--- config.mk ---
export PLATFORM = sky130hd
export DESIGN_NAME = byte_bit_serializer
export DESIGN_NICKNAME = d
export VERILOG_FILES = /design/src/rtl/serializer_pkg.sv /design/src/rtl/byte_bit_serializer.sv
export SDC_FILE = /design/constraint.sdc
export NUM_CORES = 1
export LEC_CHECK = 0
export ABC_AREA = 1
export CAP_MARGIN = 10
export CORE_MARGIN = 4
export CORE_UTILIZATION = 51
export CTS_CLUSTER_DIAMETER = 100
export DETAILED_ROUTE_END_ITERATION = 10
export HOLD_SLACK_MARGIN = 0.15
export PLACE_DENSITY = 0.91
export SLEW_MARGIN = 10
export SYNTH_ARGS = -nofsm -noshare
export SYNTH_HDL_FRONTEND = slang
export SYNTH_SLANG_ARGS = --single-unit
--- constraint.sdc ---
create_clock -name CLK -period 4.7 [get_ports CLK]
set_clock_uncertainty 0.1 [all_clocks]
set_input_delay 0.705 -clock CLK [delete_from_list [all_inputs] [get_ports CLK]]
set_output_delay 0.705 -clock CLK [all_outputs]
set_load 0.02 [all_outputs]
--- src/rtl/serializer_pkg.sv ---
// Shared definitions for the bit serializer: state encoding and its width.
package serializer_pkg;

  localparam int STATE_W = 2;

  typedef enum logic [STATE_W-1:0] {
    IDLE  = 2'd0,
    SHIFT = 2'd1,
    GAP   = 2'd2
  } state_t;

endpackage

--- src/rtl/byte_bit_serializer.sv ---
// Parallel-to-serial converter feeding a run-detect FSM through one-hot
// ONE/ZERO strobes. A word is captured on LOAD&READY and streamed one bit per
// cycle (MSB or LSB first); back-to-back words run with no bubble.
// Optional macro BYTE_BIT_SERIALIZER_GAP_EN inserts an all-zero GAP cycle
// after every bit.
module byte_bit_serializer
  import serializer_pkg::*;
#(
  parameter int WIDTH     = 8,
  parameter bit MSB_FIRST = 1'b1
) (
  input  logic             CLK,
  input  logic             RESET,
  input  logic [WIDTH-1:0] DIN,
  input  logic             LOAD,
  output logic             READY,
  output logic             ONE,
  output logic             ZERO,
  output logic             LAST
);

  localparam int             CW       = (WIDTH > 2) ? $clog2(WIDTH) : 1;
  localparam logic [CW-1:0]  CNT_LAST = CW'(WIDTH - 1);

  state_t           state_q, state_d;
  logic [CW-1:0]    cnt_q, cnt_d;
  logic [WIDTH-1:0] sreg_q, sreg_d;
  // Holds READY low until the first edge after reset release.
  logic             rdy_en_q;

  logic             cur_bit;
  logic             in_shift;
  logic             is_last;
  logic             accept;
  logic [WIDTH-1:0] shifted;

  // The bit under transmission always sits at the outgoing end of sreg_q.
  assign cur_bit  = MSB_FIRST ? sreg_q[WIDTH-1] : sreg_q[0];
  assign in_shift = (state_q == SHIFT);
  assign is_last  = in_shift && (cnt_q == CNT_LAST);
  assign shifted  = MSB_FIRST ? {sreg_q[WIDTH-2:0], 1'b0}
                              : {1'b0, sreg_q[WIDTH-1:1]};

  // Outputs decode registered state only, so DIN/LOAD never reach them.
  assign ONE  = in_shift &  cur_bit;
  assign ZERO = in_shift & ~cur_bit;
  assign LAST = is_last;

`ifdef BYTE_BIT_SERIALIZER_GAP_EN
  // After the last bit the counter has wrapped to 0; no other GAP sees 0.
  assign READY = rdy_en_q && ((state_q == IDLE) ||
                              ((state_q == GAP) && (cnt_q == '0)));
`else
  assign READY = rdy_en_q && ((state_q == IDLE) || is_last);
`endif

  assign accept = LOAD && READY;

  // State, counter and shift register with asynchronous clear.
  always_ff @(posedge CLK or negedge RESET) begin
    if (!RESET) begin
      state_q  <= IDLE;
      cnt_q    <= '0;
      sreg_q   <= '0;
      rdy_en_q <= 1'b0;
    end else begin
      state_q  <= state_d;
      cnt_q    <= cnt_d;
      sreg_q   <= sreg_d;
      rdy_en_q <= 1'b1;
    end
  end

  // Next-state: load on accept, otherwise advance one bit per SHIFT cycle.
  always_comb begin
    state_d = state_q;
    cnt_d   = cnt_q;
    sreg_d  = sreg_q;
    unique case (state_q)
      IDLE: begin
        if (accept) begin
          sreg_d  = DIN;
          cnt_d   = '0;
          state_d = SHIFT;
        end
      end
      SHIFT: begin
        sreg_d = shifted;
        if (is_last) begin
          cnt_d = '0;
`ifdef BYTE_BIT_SERIALIZER_GAP_EN
          state_d = GAP;
`else
          if (accept) begin
            sreg_d  = DIN;
            state_d = SHIFT;
          end else begin
            state_d = IDLE;
          end
`endif
        end else begin
          cnt_d = cnt_q + CW'(1);
`ifdef BYTE_BIT_SERIALIZER_GAP_EN
          state_d = GAP;
`endif
        end
      end
`ifdef BYTE_BIT_SERIALIZER_GAP_EN
      GAP: begin
        if (cnt_q == '0) begin
          if (accept) begin
            sreg_d  = DIN;
            state_d = SHIFT;
          end else begin
            state_d = IDLE;
          end
        end else begin
          state_d = SHIFT;
        end
      end
`endif
      default: state_d = IDLE;
    endcase
  end

endmodule

==> results of run 1 <==
registers in the layout (all words and copies together), names as in the netlist:
register	cells
cnt_q	3
rdy_en_q	1
sreg_q	8
state_q	1
synth_stat cells, drive strengths merged:
library cell | n | share of area
conb | 1 | 0.0054
o21ai | 1 | 0.0072
nand3 | 22 | 0.18
nand4 | 7 | 0.063
ha | 2 | 0.036
nand2 | 21 | 0.12
buf | 5 | 0.048
nor2 | 1 | 0.0054
inv | 11 | 0.059
dfrtp | 13 | 0.47
a21boi | 1 | 0.011
metal layers:
layer	part of all wire	vias up
li1	-	303
met1	0.42	274
met2	0.49	20
met3	0.073	2
met4	0.0075	0
met5	0	-
power groups by stage:
| stage | clock, µW | sequential (µW) | combinational, µW |
|---|---|---|---|
| global placement | 0 | 192 | 184 |
| floorplan | 0 | 177 | 152 |
| detailed placement | 0 | 194 | 192 |
| CTS | 70.7 | 192 | 193 |
| finish | 71.9 | 193 | 190 |
| global route | 76.4 | 200 | 214 |
worst max path at each step:
stage / startpoint / to / slack (ps) / cells past startpoint
6_report: cnt_q[0] / READY / 1910 / 5
5_1_grt: cnt_q[0] / READY / 1750 / 5
4_1_cts: cnt_q[0] / READY / 1890 / 5
3_5_place_dp: cnt_q[0] / READY / 2200 / 5
3_3_place_gp: cnt_q[0] / READY / 2270 / 5
2_1_floorplan: cnt_q[0] / READY / 2620 / 4
per-stage QoR:
stage / hold slack (ps) / util
final: 420 / 0.653
after global routing: 434 / 0.653
after CTS: 418 / 0.653
after detailed placement: 404 / 0.633
after global placement: 384 / 0.633
after floorplan: 309 / -
cell type report:
cell class,count,area [µm²]
fill,118,452
inverter,11,41.3
tap,15,18.8
sequential,13,325
multi-input combinational,56,298
timing repair buffer,14,140
clock buffer,4,26.3
logic make-up (layout without fill, tap and decap cells):
group	count (synthesis)	after routing	share of synthesized area
other	1	1	0.00537
flip-flops	13	13	0.466
AND/OR/NAND/NOR	51	51	0.367
AO/OA/AOI/OAI	2	2	0.0179
adder cells (fa/ha/maj)	2	2	0.0358
buffers and inverters	16	29	0.108
worst register-to-register path, delay by kind of cell (launching register included):
| kind | cells | cell delay [ps] |
|---|---|---|
| buf+inv | 1 | 140 |
| flops | 1 | 410 |
| simple gates | 4 | 530 |
| fa+ha+maj | 2 | 420 |
==> qor.csv, run 1 <==
stage,metric,value,unit
run_status,outcome,completed,
power,leakage,0.000452,µW
cts,TritonCTS clock tree,done,
final_layout,final instance area,850,µm²
worst_setup_path,Crit path largest cell delay,650,ps
route,post-DR vias/cell,5.30,
floorplan,Die Y,45,µm
route,drt drc,0,
logic_synthesis,synthesized flop and latch total,13,
power,sequential group share of total power,0.424,
route,WL final,1330,µm
cts,postcts setup bufs,0,
grt,largest net degree at the start of global routing,20,
power,Clock power frac,0.158,
route,DR vias,599,
sta,f_max,358,MHz
logic_synthesis,Ys Warns,0,
cts,clock root buffer,clkbuf_4,
route,wire per inst,11.7,µm
logic_synthesis,syn_nets,98,
final_layout,Final Non-Filler Cells,113,
logic_synthesis,post-synthesis area per instance,8.21,µm²
worst_setup_path,CP max stage cell,clkdlybuf4s50_1,
logic_synthesis,Yosys cell types,15,
logic_synthesis,"Seq/Total Area, Yosys",0.466,
cts,htree depth,1,
logic_synthesis,mapped cell area,698,µm²
worst_setup_path,Critical Path AT,1990,ps
worst_setup_path,crit-path most repeated cell,ha_1,
grt,initial antenna violation count,0,
worst_setup_path,r2r endpoint,sreg_q[7],
final_layout,"commonest non-fill, non-tap cell in the layout",nand3_1,
cts,Clock Latency Late Sink,280,ps
placed_design,GPL Wtd Cong,0.801,
placed_design,dpl cells,109,
worst_setup_path,worst-path maximum fanout,4,
min_path,Min-Delay Endpoint,cnt_q[0],
worst_setup_path,Critical R2R Launch,cnt_q[0],
floorplan,Initial Utilization,0.537,
power,Combinational Power Share,0.418,
grt,grt total ovfl,0,
worst_setup_path,Critical path buffers and inverters,2,
worst_setup_path,"Largest delay share family, worst path",buffers and inverters,
grt,vias in the first global route,535,
worst_setup_path,r2r setup slk,3040,ps
min_path,hold depth,1,
grt,global-route wire length before repair,2220,µm
final_layout,synth-to-layout area growth,21.7,%
worst_setup_path,worst reg2reg path depth,7,
final_layout,"leading cell types in the layout, fill and taps excluded","nand3_1, nand2_1, clkdlybuf4s50_1",
min_path,hold_sp,cnt_q[0],
floorplan,core area,1300,µm²
grt,busiest grt layer,met2,
route,Antenna Nets Post-Route,0,
final_layout,share of layout cells above drive strength 1,0.0510,
sta,unrepaired setup endpoints after global routing,no,
route,DRT iter0 DRCs,15,
power,internal power,269,µW
worst_setup_path,crit path cell chain,ha_1 > ha_1 > inv_1 > a21boi_0 > clkdlybuf4s50_1,
worst_setup_path,Critical Path RT,3890,ps
final_layout,ant diodes,0,
floorplan,# rows,13,
worst_setup_path,Setup CP Type,flop to primary output,
placed_design,Place WS,2200,ps
job,Max-cap violations,0,
logic_synthesis,Mapped Cells,85,
power,total power,454,µW
sta,crit path time final,2790,ps
cts,CTS sink count,13,
final_layout,Layout Nets,112,
floorplan,Die W,45,µm
sta,Setup TNS Final,0,ps
placed_design,port buffer count,14,
cts,"Reg clk slew, reported paths",90,ps
worst_setup_path,Worst Setup End Kind,primary output,
power,Power Dens Cells,535,nW/µm²
placed_design,DP Area,823,µm²
grt,GR Util met1,0.180,
grt,gr usage total,0.153,
power,sw power,185,µW
sta,fin crit share,0.594,
sta,Worst-Margin Slew,583,ps
grt,GR Util met3,0.0359,
power,worst vdd ir,0.283,mV
floorplan,number of I/O pins,15,
route,router iterations before antenna repair,4,
grt,met2 GRT Util,0.260,
placed_design,DP HPWL,951,µm
min_path,Hold Path Class,flop to flop,
cts,Hold Buf Count CTS,0,
sta,Final setup viols,0,
power,switching share of power,0.408,
cts,Num CTS Buffers,3,
sta,Slew Limit Fails,0,
sta,worst setup margin,1910,ps
cts,largest buffer count on any clock path,2,
cts,cts repair resizes,0,
worst_setup_path,startpoint types,flop,
sta,endpoints failing hold,0,
sta,Slew headroom,0.610,
floorplan,Die ar.,2030,µm²
Note: power is estimated with default switching activity, not from simulation.
==> inputs of run 2 (changes only) <==
--- a/config.mk
+++ b/config.mk
@@ -7,12 +7,13 @@
 export LEC_CHECK = 0
 export ABC_AREA = 1
 export CAP_MARGIN = 10
+export CORE_ASPECT_RATIO = 0.9
 export CORE_MARGIN = 4
-export CORE_UTILIZATION = 51
+export CORE_UTILIZATION = 43
 export CTS_CLUSTER_DIAMETER = 100
 export DETAILED_ROUTE_END_ITERATION = 10
 export HOLD_SLACK_MARGIN = 0.15
-export PLACE_DENSITY = 0.91
+export PLACE_DENSITY = 0.83
 export SLEW_MARGIN = 10
 export SYNTH_ARGS = -nofsm -noshare
 export SYNTH_HDL_FRONTEND = slang
==> constraint.sdc (replaced) <==
create_clock -name CLK -period 2.5 [get_ports CLK]
set_clock_uncertainty 0.1 [all_clocks]
set_input_delay 0.375 -clock CLK [delete_from_list [all_inputs] [get_ports CLK]]
set_output_delay 0.375 -clock CLK [all_outputs]
set_load 0.02 [all_outputs]
==> run 2 against run 1 <==
Compared with the run above:
- first-iteration DRC count up 13%
- combinational power up 97%
- utilization down 7.2 points
- register-to-register slack worse by 2200 ps
==> qor.csv, run 2 (synthesis gave the netlist of run 1 again) <==
stage,metric,value,unit,change
run_status,outcome,completed,,unchanged
cts,Hold Buf Count CTS,0,,unchanged
cts,Num CTS Buffers,3,,unchanged
worst_setup_path,Crit path largest cell delay,640,ps,was 650 ps
final_layout,largest registers,"sreg_q (8), cnt_q (3)",,unchanged
cts,postcts setup bufs,0,,unchanged
final_layout,Reg with most FFs,sreg_q,,unchanged
final_layout,Layout Nets,113,,was 112
grt,grt total ovfl,0,,unchanged
cts,htree depth,1,,unchanged
power,sequential group share of total power,0.416,,was 0.424
placed_design,GPL Wtd Cong,0.765,,was 0.801
power,Clock power frac,0.155,,was 0.158
job,Max-cap violations,0,,unchanged
power,internal power,512,µW,was 269 µW
worst_setup_path,r2r setup slk,850,ps,was 3040 ps
min_path,Hold Path Class,input pin to async pin,,was flop to flop
cts,CTS sink count,13,,unchanged
grt,global-route wire length before repair,2500,µm,was 2220 µm
grt,gr usage total,0.147,,was 0.153
worst_setup_path,worst reg2reg path depth,7,,unchanged
route,WL final,1420,µm,was 1330 µm
final_layout,ant diodes,0,,unchanged
route,DR vias,608,,was 599
final_layout,FILL cells,151,,was 118
final_layout,"leading cell types in the layout, fill and taps excluded","nand3_1, nand2_1, dfrtp_1, clkdlybuf4s50_1, inv_1",,"was nand3_1, nand2_1, clkdlybuf4s50_1"
sta,Slew headroom,0.617,,was 0.610
power,leakage,0.000475,µW,was 0.000452 µW
sta,unrepaired setup endpoints after global routing,no,,unchanged
cts,Clock Latency Late Sink,280,ps,about the same
final_layout,"commonest non-fill, non-tap cell in the layout",nand3_1,,unchanged
worst_setup_path,Critical path buffers and inverters,2,,unchanged
sta,endpoints failing hold,0,,unchanged
grt,largest net degree at the start of global routing,20,,unchanged
worst_setup_path,Setup CP Type,flop to primary output,,unchanged
worst_setup_path,startpoint types,flop,,unchanged
floorplan,Initial Utilization,0.467,,was 0.537
sta,crit path time final,2220,ps,
worst_setup_path,Worst Setup End Kind,primary output,,unchanged
floorplan,core area,1500,µm²,was 1300 µm²
sta,Final setup viols,0,,unchanged
worst_setup_path,Critical Path RT,2030,ps,was 3890 ps
cts,largest buffer count on any clock path,2,,unchanged
route,wire per inst,11.7,µm,about the same
floorplan,Die W,50.5,µm,was 45 µm
route,post-DR vias/cell,5.02,,was 5.30
worst_setup_path,CP max stage cell,dfrtp_1,,was clkdlybuf4s50_1
cts,TritonCTS clock tree,done,,unchanged
power,Power Dens Cells,1000,nW/µm²,was 535 nW/µm²
worst_setup_path,WP depth,3,,was 5
sta,f_max,450,MHz,
power,worst vdd ir,0.561,mV,was 0.283 mV
sta,Worst-Margin Slew,573,ps,was 583 ps
power,sw power,359,µW,was 185 µW
floorplan,Die ar.,2330,µm²,was 2030 µm²
final_layout,Final Core Density,0.581,,was 0.653
floorplan,number of I/O pins,15,,unchanged
cts,cts repair resizes,0,,unchanged
power,Combinational Power Share,0.429,,was 0.418
final_layout,synth-to-layout area growth,24.6,%,was 21.7%
floorplan,Die Y,46.2,µm,was 45 µm
sta,fin crit share,0.889,,
route,router iterations before antenna repair,4,,unchanged
sta,Setup TNS Final,0,ps,unchanged
cts,"Reg clk slew, reported paths",80,ps,was 90 ps
route,drt drc,0,,unchanged
placed_design,DP HPWL,1040,µm,was 951 µm
final_layout,max reg flops,8,,unchanged
worst_setup_path,Critical R2R Launch,cnt_q[0],,unchanged
worst_setup_path,"Largest delay share family, worst path",buffers and inverters,,unchanged
sta,Slew Limit Fails,0,,unchanged
floorplan,# rows,13,,unchanged
worst_setup_path,worst-path maximum fanout,14,,was 4
power,switching share of power,0.412,,was 0.408
worst_setup_path,Critical Path AT,1750,ps,was 1990 ps
route,DRT iter0 DRCs,17,,was 15
cts,clock root buffer,clkbuf_4,,unchanged
worst_setup_path,r2r endpoint,sreg_q[2],,was sreg_q[7]
grt,initial antenna violation count,0,,unchanged
grt,vias in the first global route,613,,was 535
route,Antenna Nets Post-Route,0,,unchanged
final_layout,share of layout cells above drive strength 1,0.0707,,was 0.0510
worst_setup_path,crit path cell chain,inv_1 > nor2_1 > clkdlybuf4s50_1,,was ha_1 > ha_1 > inv_1 > a21boi_0 > clkdlybuf4s50_1
placed_design,port buffer count,14,,unchanged
## run 2: cell types whose count changed in the layout (fill, tap and decap cells not counted)
cell             delta
clkdlybuf4s50_1     -1
clkinv_2            +1
clkbuf_1            -1
dlymetal6s2s_1      +1
buf_4               +1
## run 2: how the worst max path moves through the flow
| stage | startpoint | endpoint | slack (ps) |
|---|---|---|---|
| 5_1_grt | state_q[0] | ZERO | 200 |
| 3_3_place_gp | cnt_q[0] | READY | 430 |
| 3_5_place_dp | cnt_q[0] | READY | 400 |
| 4_1_cts | cnt_q[0] | READY | 70 |
| 6_report | state_q[0] | ZERO | 280 |
| 2_1_floorplan | cnt_q[0] | READY | 750 |
## run 2: metal layers
layer / track usage / vias to the layer above / wire length [µm]
met1: 0.152 / 277 / 565
li1: - / 309 / -
met5: 0 / - / 0
met2: 0.258 / 18 / 713
met3: 0.0647 / 4 / 106
met4: 0.0753 / 0 / 29
## run 2: power groups by stage
| stage | Clock [µW] | Combinational, µW | Sequential [µW] |
|---|---|---|---|
| after floorplan | 0 | 286 | 333 |
| after global placement | 0 | 363 | 361 |
| after detailed placement | 0 | 381 | 366 |
| after CTS | 140 | 384 | 361 |
| after global routing | 146 | 433 | 375 |
| final | 134 | 374 | 362 |
## run 2: layout make-up
class | count | area, µm² | area share
flip-flops and latches | 13 | 325 | 0.374
multi-input cells | 56 | 298 | 0.342
repair buffers | 15 | 150 | 0.173
inverters | 11 | 41.3 | 0.0475
well taps | 22 | 27.5 | 0.0317
clock buffers | 3 | 22.5 | 0.0259
clock inverters | 1 | 5.00 | 0.00576
## run 2: metrics by stage
step	cell area, µm²	hold WS, ps	std cells	total power, µW	setup WS (ps)
2_1_floorplan	698	-20.6	85	619	753
3_3_place_gp	840	390	117	724	434
3_5_place_dp	840	401	117	747	395
4_1_cts	867	371	121	885	65.5
5_1_grt	870	391	121	954	202
6_report	870	349	121	870	278
==> inputs of run 3 (changes only) <==
--- a/config.mk
+++ b/config.mk
@@ -7,7 +7,6 @@
 export LEC_CHECK = 0
 export ABC_AREA = 1
 export CAP_MARGIN = 10
-export CORE_ASPECT_RATIO = 0.9
 export CORE_MARGIN = 4
 export CORE_UTILIZATION = 43
 export CTS_CLUSTER_DIAMETER = 100
==> run 3 against run 2 <==
Compared with the run above:
- clock-buffer cell count grew 1
- largest cell class unchanged
- routed wire length shrank 0.14%
- combinational power shrank 1%
- critical path depth is the same
- via count grew 3.5%
- fmax shrank 0.95%
- cell count shrank 5.0%
- register-to-register slack is essentially flat
==> qor.csv, run 3 (synthesis gave the netlist of run 1 again) <==
stage,metric,value,unit,change
sta,fin crit share,0.897,,was 0.889
worst_setup_path,startpoint types,flop,,unchanged
placed_design,port buffer count,14,,unchanged
cts,largest buffer count on any clock path,2,,unchanged
sta,Slew Limit Fails,0,,unchanged
sta,Slew headroom,0.599,,was 0.617
grt,global-route wire length before repair,2310,µm,was 2500 µm
cts,CTS sink count,13,,unchanged
floorplan,# rows,14,,was 13
grt,largest net degree at the start of global routing,20,,unchanged
route,DRT iter0 DRCs,15,,was 17
cts,Num CTS Buffers,3,,unchanged
route,post-DR vias/cell,5.47,,was 5.02
sta,f_max,446,MHz,was 450 MHz
sta,crit path time final,2240,ps,was 2220 ps
route,Antenna Nets Post-Route,0,,unchanged
floorplan,Die W,48.3,µm,was 50.5 µm
worst_setup_path,Critical Path AT,1770,ps,was 1750 ps
final_layout,FILL cells,151,,unchanged
placed_design,DP HPWL,967,µm,was 1040 µm
final_layout,Reg with most FFs,sreg_q,,unchanged
worst_setup_path,Crit path largest cell delay,660,ps,was 640 ps
grt,grt total ovfl,0,,unchanged
final_layout,Final Core Density,0.565,,was 0.581
worst_setup_path,Worst Setup End Kind,primary output,,unchanged
cts,clock root buffer,clkbuf_4,,unchanged
power,switching share of power,0.408,,was 0.412
cts,htree depth,1,,unchanged
route,DR vias,629,,was 608
grt,vias in the first global route,526,,was 613
worst_setup_path,Setup CP Type,flop to primary output,,unchanged
worst_setup_path,Critical Path RT,2030,ps,about the same
sta,Final setup viols,0,,unchanged
sta,unrepaired setup endpoints after global routing,no,,unchanged
job,Max-cap violations,0,,unchanged
sta,endpoints failing hold,0,,unchanged
cts,Hold Buf Count CTS,0,,unchanged
cts,TritonCTS clock tree,done,,unchanged
floorplan,Initial Utilization,0.458,,was 0.467
grt,gr usage total,0.151,,was 0.147
worst_setup_path,crit path cell chain,inv_1 > nor2_1 > clkdlybuf4s50_1,,unchanged
worst_setup_path,CP max stage cell,dfrtp_1,,unchanged
final_layout,Layout Nets,113,,unchanged
floorplan,number of I/O pins,15,,unchanged
final_layout,ant diodes,0,,unchanged
power,sw power,353,µW,was 359 µW
power,worst vdd ir,0.460,mV,was 0.561 mV
route,wire per inst,12.3,µm,was 11.7 µm
final_layout,synth-to-layout area growth,23.3,%,was 24.6%
power,sequential group share of total power,0.419,,was 0.416
cts,"Reg clk slew, reported paths",80,ps,about the same
sta,Worst-Margin Slew,599,ps,was 573 ps
grt,initial antenna violation count,0,,unchanged
cts,postcts setup bufs,0,,unchanged
route,WL final,1410,µm,was 1420 µm
floorplan,Die Y,48.3,µm,was 46.2 µm
power,leakage,0.000473,µW,was 0.000475 µW
run_status,outcome,completed,,unchanged
final_layout,max reg flops,8,,unchanged
power,internal power,513,µW,was 512 µW
final_layout,"leading cell types in the layout, fill and taps excluded","nand3_1, nand2_1, dfrtp_1, clkdlybuf4s50_1, inv_1",,unchanged
route,router iterations before antenna repair,5,,was 4
floorplan,core area,1520,µm²,was 1500 µm²
route,drt drc,0,,unchanged
cts,Clock Latency Late Sink,280,ps,about the same
sta,Setup TNS Final,0,ps,unchanged
cts,cts repair resizes,0,,unchanged
power,Power Dens Cells,1010,nW/µm²,was 1000 nW/µm²
power,Combinational Power Share,0.427,,was 0.429
min_path,Hold Path Class,input pin to async pin,,unchanged
floorplan,Die ar.,2330,µm²,about the same
final_layout,share of layout cells above drive strength 1,0.0606,,was 0.0707
power,Clock power frac,0.154,,was 0.155
final_layout,"commonest non-fill, non-tap cell in the layout",nand3_1,,unchanged
placed_design,GPL Wtd Cong,0.771,,was 0.765
final_layout,largest registers,"sreg_q (8), cnt_q (3)",,unchanged
worst_setup_path,worst-path maximum fanout,14,,unchanged
run 3: changes by cell type in the layout (fill, tap and decap cells not counted), sizes merged:
cell and change:
clkbuf +1, clkinv -1
run 3: final cells by class:
| type | count | area [µm²] | area share |
|---|---|---|---|
| sequential | 13 | 325 | 0.378 |
| multi-input combinational | 56 | 298 | 0.346 |
| timing repair buffer | 15 | 150 | 0.174 |
| inverter | 11 | 41.3 | 0.0480 |
| clock buffer | 4 | 26.3 | 0.0305 |
| tap | 16 | 20.0 | 0.0233 |
run 3: worst paths after layout:
path / start / end / slack (ps) / depth (start not counted)
min: RESET / sreg_q[6] / 370 / 1
max reg2reg: cnt_q[0] / cnt_q[0] / 860 / 7
min reg2reg: cnt_q[1] / cnt_q[1] / 420 / 2
max: state_q[0] / ZERO / 260 / 3
max in group asynchronous: RESET / sreg_q[4] / 1540 / 1
min in group CLK: cnt_q[1] / cnt_q[1] / 420 / 2
run 3: power by group through the flow:
stage	clock, µW	combinational [µW]	sequential [µW]
after floorplan	0	286	333
after global placement	0	365	360
after detailed placement	0	375	366
after CTS	137	375	362
after global routing	148	421	377
final	133	370	363
run 3: through the flow:
step           instance area, µm²  hold WS (ps)  std cells  power, µW  setup slack [ps]
2_1_floorplan                 698         -20.6         85        619               753
3_3_place_gp                  832           390        111        725               433
3_5_place_dp                  832           393        111        741               375
4_1_cts                       858           387        115        874              67.0
5_1_grt                       861           392        115        945               168
6_report                      861           366        115        866               257
run 3: worst max-delay path, delay by kind of cell, from the launching register on:
family | cells | cell delay, ps
flops | 1 | 660
simple gates | 1 | 100
buf+inv | 2 | 720
run 3: routing by layer:
layer	track usage	vias up	wire (µm)
li1	-	311	-
met1	0.189	298	601
met2	0.227	16	696
met3	0.0554	4	82
met4	0.0806	0	33
met5	0	-	0
